$ cat src/rtl/breath_led_scheduler.sv
// breath_led_scheduler: multi-channel breathing-LED sequencer with shared prescaler, PWM counter and duty ramp
module breath_led_scheduler #(
  parameter int LED_NUM      = 4,
  parameter int CLK_PER_STEP = 50,
  parameter int STEPS        = 1000,
  parameter int CH_W         = 2
) (
  input  logic               sys_clk,
  input  logic               rst_n,
  input  logic               start,
  input  logic               stop,
  input  logic               mode,
  input  logic [7:0]         cycles,
  output logic [LED_NUM-1:0] led,
  output logic               busy,
  output logic               done,
  output logic [CH_W-1:0]    cur_ch
);
  localparam int PW = CLK_PER_STEP > 1 ? $clog2(CLK_PER_STEP) : 1;
  localparam int SW = STEPS > 1 ? $clog2(STEPS) : 1;
  localparam int DW = $clog2(STEPS + 1);
  localparam logic [1:0] S_IDLE = 2'd0, S_RUN = 2'd1, S_DONE = 2'd2;
  logic [1:0]      state;
  logic            mode_q, phase_up;
  logic [7:0]      cycles_q, breath_cnt;
  logic [PW-1:0]   presc;
  logic [SW-1:0]   pwm_cnt;
  logic [DW-1:0]   duty, duty_nxt;
  logic [CH_W-1:0] ch;
  logic            tick, period_end, breath_end, last, last_ch, on, accept;
  always_comb begin
    tick       = state == S_RUN && presc == PW'(CLK_PER_STEP - 1);
    period_end = tick && pwm_cnt == SW'(STEPS - 1);
    duty_nxt   = phase_up ? duty + DW'(1) : duty - DW'(1);
    breath_end = period_end && !phase_up && duty_nxt == '0;
    last       = cycles_q != 8'd0 && breath_cnt + 8'd1 == cycles_q;
    last_ch    = ch == CH_W'(LED_NUM - 1);
    on         = DW'(pwm_cnt) < duty;
    accept     = state == S_IDLE && start && !stop;
  end
  assign busy   = state == S_RUN;
  assign done   = state == S_DONE;
  assign cur_ch = (state == S_RUN && !mode_q) ? ch : '0;
  always_ff @(posedge sys_clk or negedge rst_n) begin
    if (!rst_n) begin
      state      <= S_IDLE;
      mode_q     <= 1'b0;
      cycles_q   <= '0;
      presc      <= '0;
      pwm_cnt    <= '0;
      duty       <= '0;
      phase_up   <= 1'b1;
      ch         <= '0;
      breath_cnt <= '0;
      led        <= '0;
    end else begin
      // led drops on the stop edge itself so it is dark from the first idle cycle
      led <= (state == S_RUN && !stop) ? (mode_q ? {LED_NUM{on}} : LED_NUM'(on) << ch) : '0;
      if (state != S_RUN) begin
        state      <= accept ? S_RUN : S_IDLE;
        presc      <= '0;
        pwm_cnt    <= '0;
        duty       <= '0;
        phase_up   <= 1'b1;
        ch         <= '0;
        breath_cnt <= '0;
        if (accept) begin
          mode_q   <= mode;
          cycles_q <= cycles;
        end
      end else if (stop) begin
        state <= S_IDLE;
      end else begin
        presc <= tick ? '0 : presc + PW'(1);
        if (tick) pwm_cnt <= period_end ? '0 : pwm_cnt + SW'(1);
        if (period_end) begin
          duty <= duty_nxt;
          if (phase_up && duty_nxt == DW'(STEPS)) phase_up <= 1'b0;
          if (breath_end) phase_up <= 1'b1;
        end
        // cycles==0 in chase advances the channel every breath and never completes
        if (breath_end) begin
          if (mode_q) begin
            if (last) state <= S_DONE;
            else breath_cnt <= breath_cnt + 8'd1;
          end else if (last && last_ch) begin
            state <= S_DONE;
          end else if (last || cycles_q == 8'd0) begin
            ch         <= last_ch ? '0 : ch + CH_W'(1);
            breath_cnt <= '0;
          end else begin
            breath_cnt <= breath_cnt + 8'd1;
          end
        end
      end
    end
  end
endmodule

$ cat config.mk
export PLATFORM = sky130hd
export DESIGN_NAME = breath_led_scheduler
export DESIGN_NICKNAME = d
export VERILOG_FILES = /design/src/rtl/breath_led_scheduler.sv
export SDC_FILE = /design/constraint.sdc
export NUM_CORES = 1
export LEC_CHECK = 0
export CORE_AREA = 3 3 80 82
export DETAILED_ROUTE_END_ITERATION = 12
export DIE_AREA = 0 0 83 85
export PLACE_DENSITY = 0.79
export SLEW_MARGIN = 20
export SYNTH_ARGS = -nofsm -noshare
export SYNTH_HDL_FRONTEND = slang
export SYNTH_SLANG_ARGS = --single-unit
$ cat constraint.sdc
create_clock -name sys_clk -period 3.87 [get_ports sys_clk]
set_input_delay 0.387 -clock sys_clk [delete_from_list [all_inputs] [get_ports sys_clk]]
set_output_delay 0.387 -clock sys_clk [all_outputs]
set_load 0.01 [all_outputs]
==> results of run 1 <==
logic make-up (layout without fill, tap and decap cells):
kind of cell | after synthesis | in the layout
mux | 13 | 13
compound gates | 96 | 96
fa+ha+maj | 25 | 25
simple gates | 146 | 146
xor+xnor | 18 | 18
flops | 52 | 52
buf+inv | 31 | 54
placed cells by master (no fill, tap or decap), drive strengths merged, types with 2 or more instances in the layout:
master,synthesis,layout
xnor2,7,7
and4,2,2
or4,3,3
nor4,7,7
nand3,20,20
or3,5,5
nor2b,3,3
inv,21,24
a2111oi,2,2
o22ai,3,3
o21a,2,2
and3,6,6
mux2i,3,3
nand4,5,5
ha,23,23
buf,3,6
o21bai,2,2
o211ai,2,2
a31oi,5,5
or3b,2,2
a21o,5,5
xor2,11,11
o211a,3,3
dfrtp,51,51
o2111ai,3,3
nand4b,2,2
or4b,2,2
a211oi,3,3
nand2b,3,3
nor3,11,11
or2,9,9
a21oi,28,28
clkbuf,7,5
nor2,33,33
mux2,10,10
clkdlybuf4s50,0,19
o31ai,5,5
o21ai,27,27
nand2,29,29
per-layer routing:
| metal | track usage | wire, µm | vias up |
|---|---|---|---|
| li1 | - | - | 1435 |
| met3 | 0.0417 | 336 | 7 |
| met2 | 0.362 | 3670 | 79 |
| met4 | 0.0788 | 71 | 0 |
| met5 | 0 | 0 | - |
| met1 | 0.315 | 3690 | 1403 |
registers in the layout, summed over array words and instances, names as in the netlist:
register,flops
presc,6
duty,10
phase_up,1
mode_q,1
ch,2
led,4
state,2
cycles_q,8
breath_cnt,8
pwm_cnt,10
cell type report:
type | count | area, µm² | share of cell area
well taps | 75 | 93.8 | 0.0245
clock buffers | 5 | 68.8 | 0.0180
clock inverters | 3 | 28.8 | 0.00753
repair buffers | 25 | 233 | 0.0609
inverters | 21 | 78.8 | 0.0206
multi-input cells | 298 | 2020 | 0.528
flip-flops and latches | 52 | 1300 | 0.341
critical path: stages, from the launching register on:
cell	delay [ps]
dfstp_2	590
inv_1	180
ha_1	320
or2_2	320
o22ai_1	220
mux2_2	380
nand4b_1	190
or4_1	540
a2111o_1	480
a21oi_1	170
a21o_1	100
power by group through the flow:
stage	registers (µW)	clock network (µW)	logic (µW)
2_1_floorplan	595	0	93.4
3_3_place_gp	608	0	128
3_5_place_dp	610	0	132
4_1_cts	599	344	134
5_1_grt	605	369	149
6_report	600	339	134
worst max path at each step:
stage	end	slack, ps	cells after the start
final	breath_cnt[5]$_DFFE_PN0P_	320	10
after global routing	breath_cnt[4]$_DFFE_PN0P_	180	9
after CTS	breath_cnt[5]$_DFFE_PN0P_	360	10
after detailed placement	breath_cnt[5]$_DFFE_PN0P_	400	10
after global placement	breath_cnt[3]$_DFFE_PN0P_	490	10
after floorplan	breath_cnt[2]$_DFFE_PN0P_	690	9
stage by stage:
| stage | cells | total power, µW | util | setup slack, ps | area [µm²] |
|---|---|---|---|---|---|
| 6_report | 479 | 1070 | 0.657 | 325 | 3820 |
| 5_1_grt | 479 | 1120 | 0.657 | 181 | 3820 |
| 4_1_cts | 479 | 1080 | 0.656 | 365 | 3810 |
| 3_5_place_dp | 471 | 743 | 0.639 | 396 | 3720 |
| 3_3_place_gp | 471 | 736 | 0.639 | 487 | 3720 |
| 2_1_floorplan | 381 | 689 | - | 691 | 3430 |
==> impl_metrics.toml, run 1 <==
[run_status]
status = "completed"

[routing]
vias = 2924
initialDrtViolationCount = 222
routedWlPerCell_um = 16.2
first_pass_iters = 4
drt_wl_total_um = 7770
routed_via_density = 6.10
drc = 0
antenna_left = 0

[die]
fp.dieH_um = 85
start_util = 0.590
num_io_pins = 21
rows = 28
die_w_um = 83
core_region_area_mm2 = 0.00582
dieArea_mm2 = 0.00706

[setup_path]
r2r-end = "breath_cnt[5]$_DFFE_PN0P_"
timing.critical_path.required_ps = 4130
critical_path_class = "register to register"
reg2reg_from = "phase_up$_DFFE_PN1P_"
worstPathArrival_ps = 3800
endpoint_kind = "register"
r2r_cells = 10
cp-startpoint = "phase_up$_DFFE_PN1P_"
startpoint_type = "register"
r2r_slack_ps = 320
cp_max_fo = 10

[synthesis]
synth_ff_type = "dfrtp_1"
synth_nets = 418
yosys-top-cells-area = "dfrtp_1 (37%), ha_1 (8.4%), a21oi_1 (4.1%)"
synth-xor-area-share = 0.0459
yosys_register_bits = 52
avgSynthCellArea_um2 = 9.01
synth_top_cells_by_count = "dfrtp_1 (51), nor2_1 (33), nand2_1 (29), a21oi_1 (28), o21ai_0 (27)"
synth_async_sr_flop_share = 1.00
synthesis.area_mm2 = 0.00343
synth_fa_ha_area_frac = 0.0926
yosys.area.top_type_share = 0.372
yosysUniqueCellTypes = 60
synth-edff-count = 0
synthSimpleGateAreaFrac = 0.222
synth_top_family_by_area = "simple AND/OR/NAND/NOR gates"
yosysTopAreaCell = "dfrtp_1"
synth_warnings = 0
synth_compound_area_frac = 0.181
synth-seq-area-share = 0.380
synthMuxAreaShare = 0.0416
yosysMostFrequentCell = "dfrtp_1"
synthCells = 381

[clock_tree]
cts_sinks = 52
cts.hold.buffers_added = 0
cts_tree = "done"
cts_buffers = 5
ctsResizeCount = 0
cts_buffer_depth = 2
clock_latency_ps = 320
cts.htree.levels = 2
cts-root-buf = "clkbuf_8"
post_cts_buffers = 0
clk_pin_slew_ps = 100

[power_and_ir_drop]
pwr-share-clk = 0.316
leakage_uw = 0.00156
power_frac_comb = 0.125
switching_share = 0.288
power_frac_seq = 0.559
p_int_uw = 764
power.density_mw_per_mm2 = 281
p_switching_uw = 310
ir_drop_mv = 0.257

[global_route]
grt_overflow = 0
grt_antenna_before_repair = 0
grt_pass1_vias = 2814
grt_max_degree = 53
grt_use_total = 0.228
grt_pass1_wl_um = 13200

[sta]
finalSetupViolations = 0
fin_setup_tns_ps = 0
fmax_ghz = 0.282
tightest_slew_ps = 713
hold_violations = 0
finalMaxSlewViolations = 0
fin_hold_ws_ps = 175
post-route-min-period_ps = 3550
fin_skew_ps = 11.0
slew_headroom = 0.523
min_period_over_period = 0.916
rsz0062_at_grt = "false"

[run]
maxCapViolations = 0

[cells_and_area]
fill_cells = 524
antenna_cells = 0
fin_nets = 440
drive_above_1_share = 0.116
area_delta_synth_final_pct = 11.4

[hold_path]
hp-class = "input pin to asynchronous set/reset pin"

[place]
dp_hpwl_um = 5720
routabilityCongestion = 0.909
io_buffers = 20
Note: power is estimated with default switching activity, not from simulation.
==> inputs of run 2 (changes only) <==
--- a/config.mk
+++ b/config.mk
@@ -8,6 +8,7 @@
 export CORE_AREA = 3 3 80 82
 export DETAILED_ROUTE_END_ITERATION = 12
 export DIE_AREA = 0 0 83 85
+export HOLD_SLACK_MARGIN = 0.05
 export PLACE_DENSITY = 0.79
 export SLEW_MARGIN = 20
 export SYNTH_ARGS = -nofsm -noshare
==> results of run 2 <==
No change in the layout: final DEF, timing and power equal those of run 1.
==> inputs of run 3 (changes only) <==
--- a/config.mk
+++ b/config.mk
@@ -5,11 +5,11 @@
 export SDC_FILE = /design/constraint.sdc
 export NUM_CORES = 1
 export LEC_CHECK = 0
-export CORE_AREA = 3 3 80 82
+export CORE_AREA = 3 3 84 86
 export DETAILED_ROUTE_END_ITERATION = 12
-export DIE_AREA = 0 0 83 85
+export DIE_AREA = 0 0 87 89
 export HOLD_SLACK_MARGIN = 0.05
-export PLACE_DENSITY = 0.79
+export PLACE_DENSITY = 0.75
 export SLEW_MARGIN = 20
 export SYNTH_ARGS = -nofsm -noshare
 export SYNTH_HDL_FRONTEND = slang
==> constraint.sdc (replaced) <==
create_clock -name sys_clk -period 3.25 [get_ports sys_clk]
set_input_delay 0.325 -clock sys_clk [delete_from_list [all_inputs] [get_ports sys_clk]]
set_output_delay 0.325 -clock sys_clk [all_outputs]
set_load 0.01 [all_outputs]
==> run 3 against run 2 <==
  * The flow now finishes with violations (setup timing)
  * Critical path depth stayed put
  * First-iteration DRC count down 30%
  * Die area increased by 9.8%
  * Clock power increased by 38%
==> impl_metrics.toml, run 3 (synthesis gave the netlist of run 1 again) <==
[place]
place_inst = 489
routabilityCongestion = 0.885
dp_hpwl_um = 5890
io_buffers = 20
dp_slack_ps = -74.4

[run]
maxCapViolations = 0

[power_and_ir_drop]
ir_drop_mv = 0.353
power.density_mw_per_mm2 = 334
power.total_uw = 1350
leakage_uw = 0.00166

[sta]
post-route-min-period_ps = 3290
setup_slack_ps = -44.2
finalSetupViolations = 6
slew_headroom = 0.614
fmax_ghz = 0.304
finalMaxSlewViolations = 0
hold_violations = 0
min_period_over_period = 1.01
tightest_slew_ps = 579
rsz0062_at_grt = "true"
fin_hold_ws_ps = 525
fin_skew_ps = 8.41

[die]
num_io_pins = 21
rows = 29
dieArea_mm2 = 0.00774
start_util = 0.540
fp.dieH_um = 89
die_w_um = 87
core_region_area_mm2 = 0.00635

[setup_path]
r2r_cells = 10
worstPathArrival_ps = 3520
reg2reg_from = "phase_up$_DFFE_PN1P_"
cp_max_fo = 8
startpoint_type = "register"
endpoint_kind = "register"
r2r-end = "breath_cnt[2]$_DFFE_PN0P_"
r2r_slack_ps = -40
timing.critical_path.required_ps = 3480
critical_path_class = "register to register"

[routing]
routedWlPerCell_um = 15.9
initialDrtViolationCount = 156
antenna_left = 0
vias = 2975
first_pass_iters = 4
routed_via_density = 5.97
drc = 0
drt_wl_total_um = 7910

[global_route]
grt_pass1_vias = 2846
grt_use_total = 0.217
grt_overflow = 0
grt_pass1_wl_um = 13500
grt_antenna_before_repair = 0
grt_max_degree = 30

[clock_tree]
cts-root-buf = "clkbuf_8"
cts.htree.levels = 2
cts_buffers = 5
clock_latency_ps = 320
cts_sinks = 52
clk_pin_slew_ps = 110
cts_tree = "done"
post_cts_buffers = 0
cts_buffer_depth = 2

[hold_path]
hp-class = "input pin to asynchronous set/reset pin"

[cells_and_area]
final_util = 0.634
drive_above_1_share = 0.176
layout_commonest_cell = "dfrtp_1"
antenna_cells = 0
final_cell_mix = "dfrtp_1 (51), nor2_1 (33), nand2_1 (29), a21oi_1 (27), o21ai_0 (25)"
fin_nets = 457
instances_no_fill = 498
top_regs = "duty x10, pwm_cnt x10"
area_delta_synth_final_pct = 17.3

[run_status]
status = "complete, but fails checks"
violations = "setup timing"
## run 3: changes by cell type in the layout (fill, tap and decap cells not counted), sizes merged
cell,previous run,this run
inv,24,22
bufinv,0,1
buf,6,22
dlygate4sd3,0,1
clkinvlp,0,1
## run 3: critical path, cell delays in order, from the launching register on
cell and delay (ps):
dfstp_2 540, inv_1 160, buf_4 210, ha_1 380, a211oi_2 200, a21oi_1 90, a31oi_1 230, xnor2_1 150
or4_1 570, a2111o_1 430, o31ai_1 250
## run 3: what timing repair did
action,CTS,global route
pin swaps,3,1
hold endpoints to repair,22,0
resized for setup,7,7
hold buffers,1,0
endpoints found under the setup margin,9,9
## run 3: where the power goes
part	switching, µW	internal [µW]	total, µW
sequential	41.0	673	715
combinational	84.4	77.2	162
clock	237	232	469
## run 3: cell type report
class | count | area [µm²]
fill | 523 | 2320
multi-input combinational | 298 | 2070
clock buffer | 5 | 68.8
clock inverter | 3 | 46.3
inverter | 21 | 78.8
timing repair buffer | 42 | 363
sequential | 52 | 1300
tap | 77 | 96.3
## run 3: metrics by stage
step	TNS, ps	instance area [µm²]
global route	-1610	4030
CTS	-4.09	4000
finish	-144	4030
floorplan	0	3430
global placement	0	3840
detailed placement	-375	3840
## run 3: worst max path at each step
stage / slack, ps / start / to
after floorplan: 70 / phase_up$_DFFE_PN1P_ / breath_cnt[2]$_DFFE_PN0P_
after global placement: 50 / phase_up$_DFFE_PN1P_ / breath_cnt[5]$_DFFE_PN0P_
after detailed placement: -70 / phase_up$_DFFE_PN1P_ / breath_cnt[2]$_DFFE_PN0P_
after CTS: -4 / phase_up$_DFFE_PN1P_ / breath_cnt[2]$_DFFE_PN0P_
after global routing: -210 / phase_up$_DFFE_PN1P_ / breath_cnt[5]$_DFFE_PN0P_
final: -40 / phase_up$_DFFE_PN1P_ / breath_cnt[2]$_DFFE_PN0P_
## run 3: per-layer routing
metal  wire [µm]  up-vias  GRT usage  share of wire
li1            -     1477          -              -
met1        3790     1433      0.310           0.48
met2        3680       59      0.349           0.47
met3         366        6     0.0350          0.046
met4          69        0     0.0482         0.0087
met5           0        -          0              0
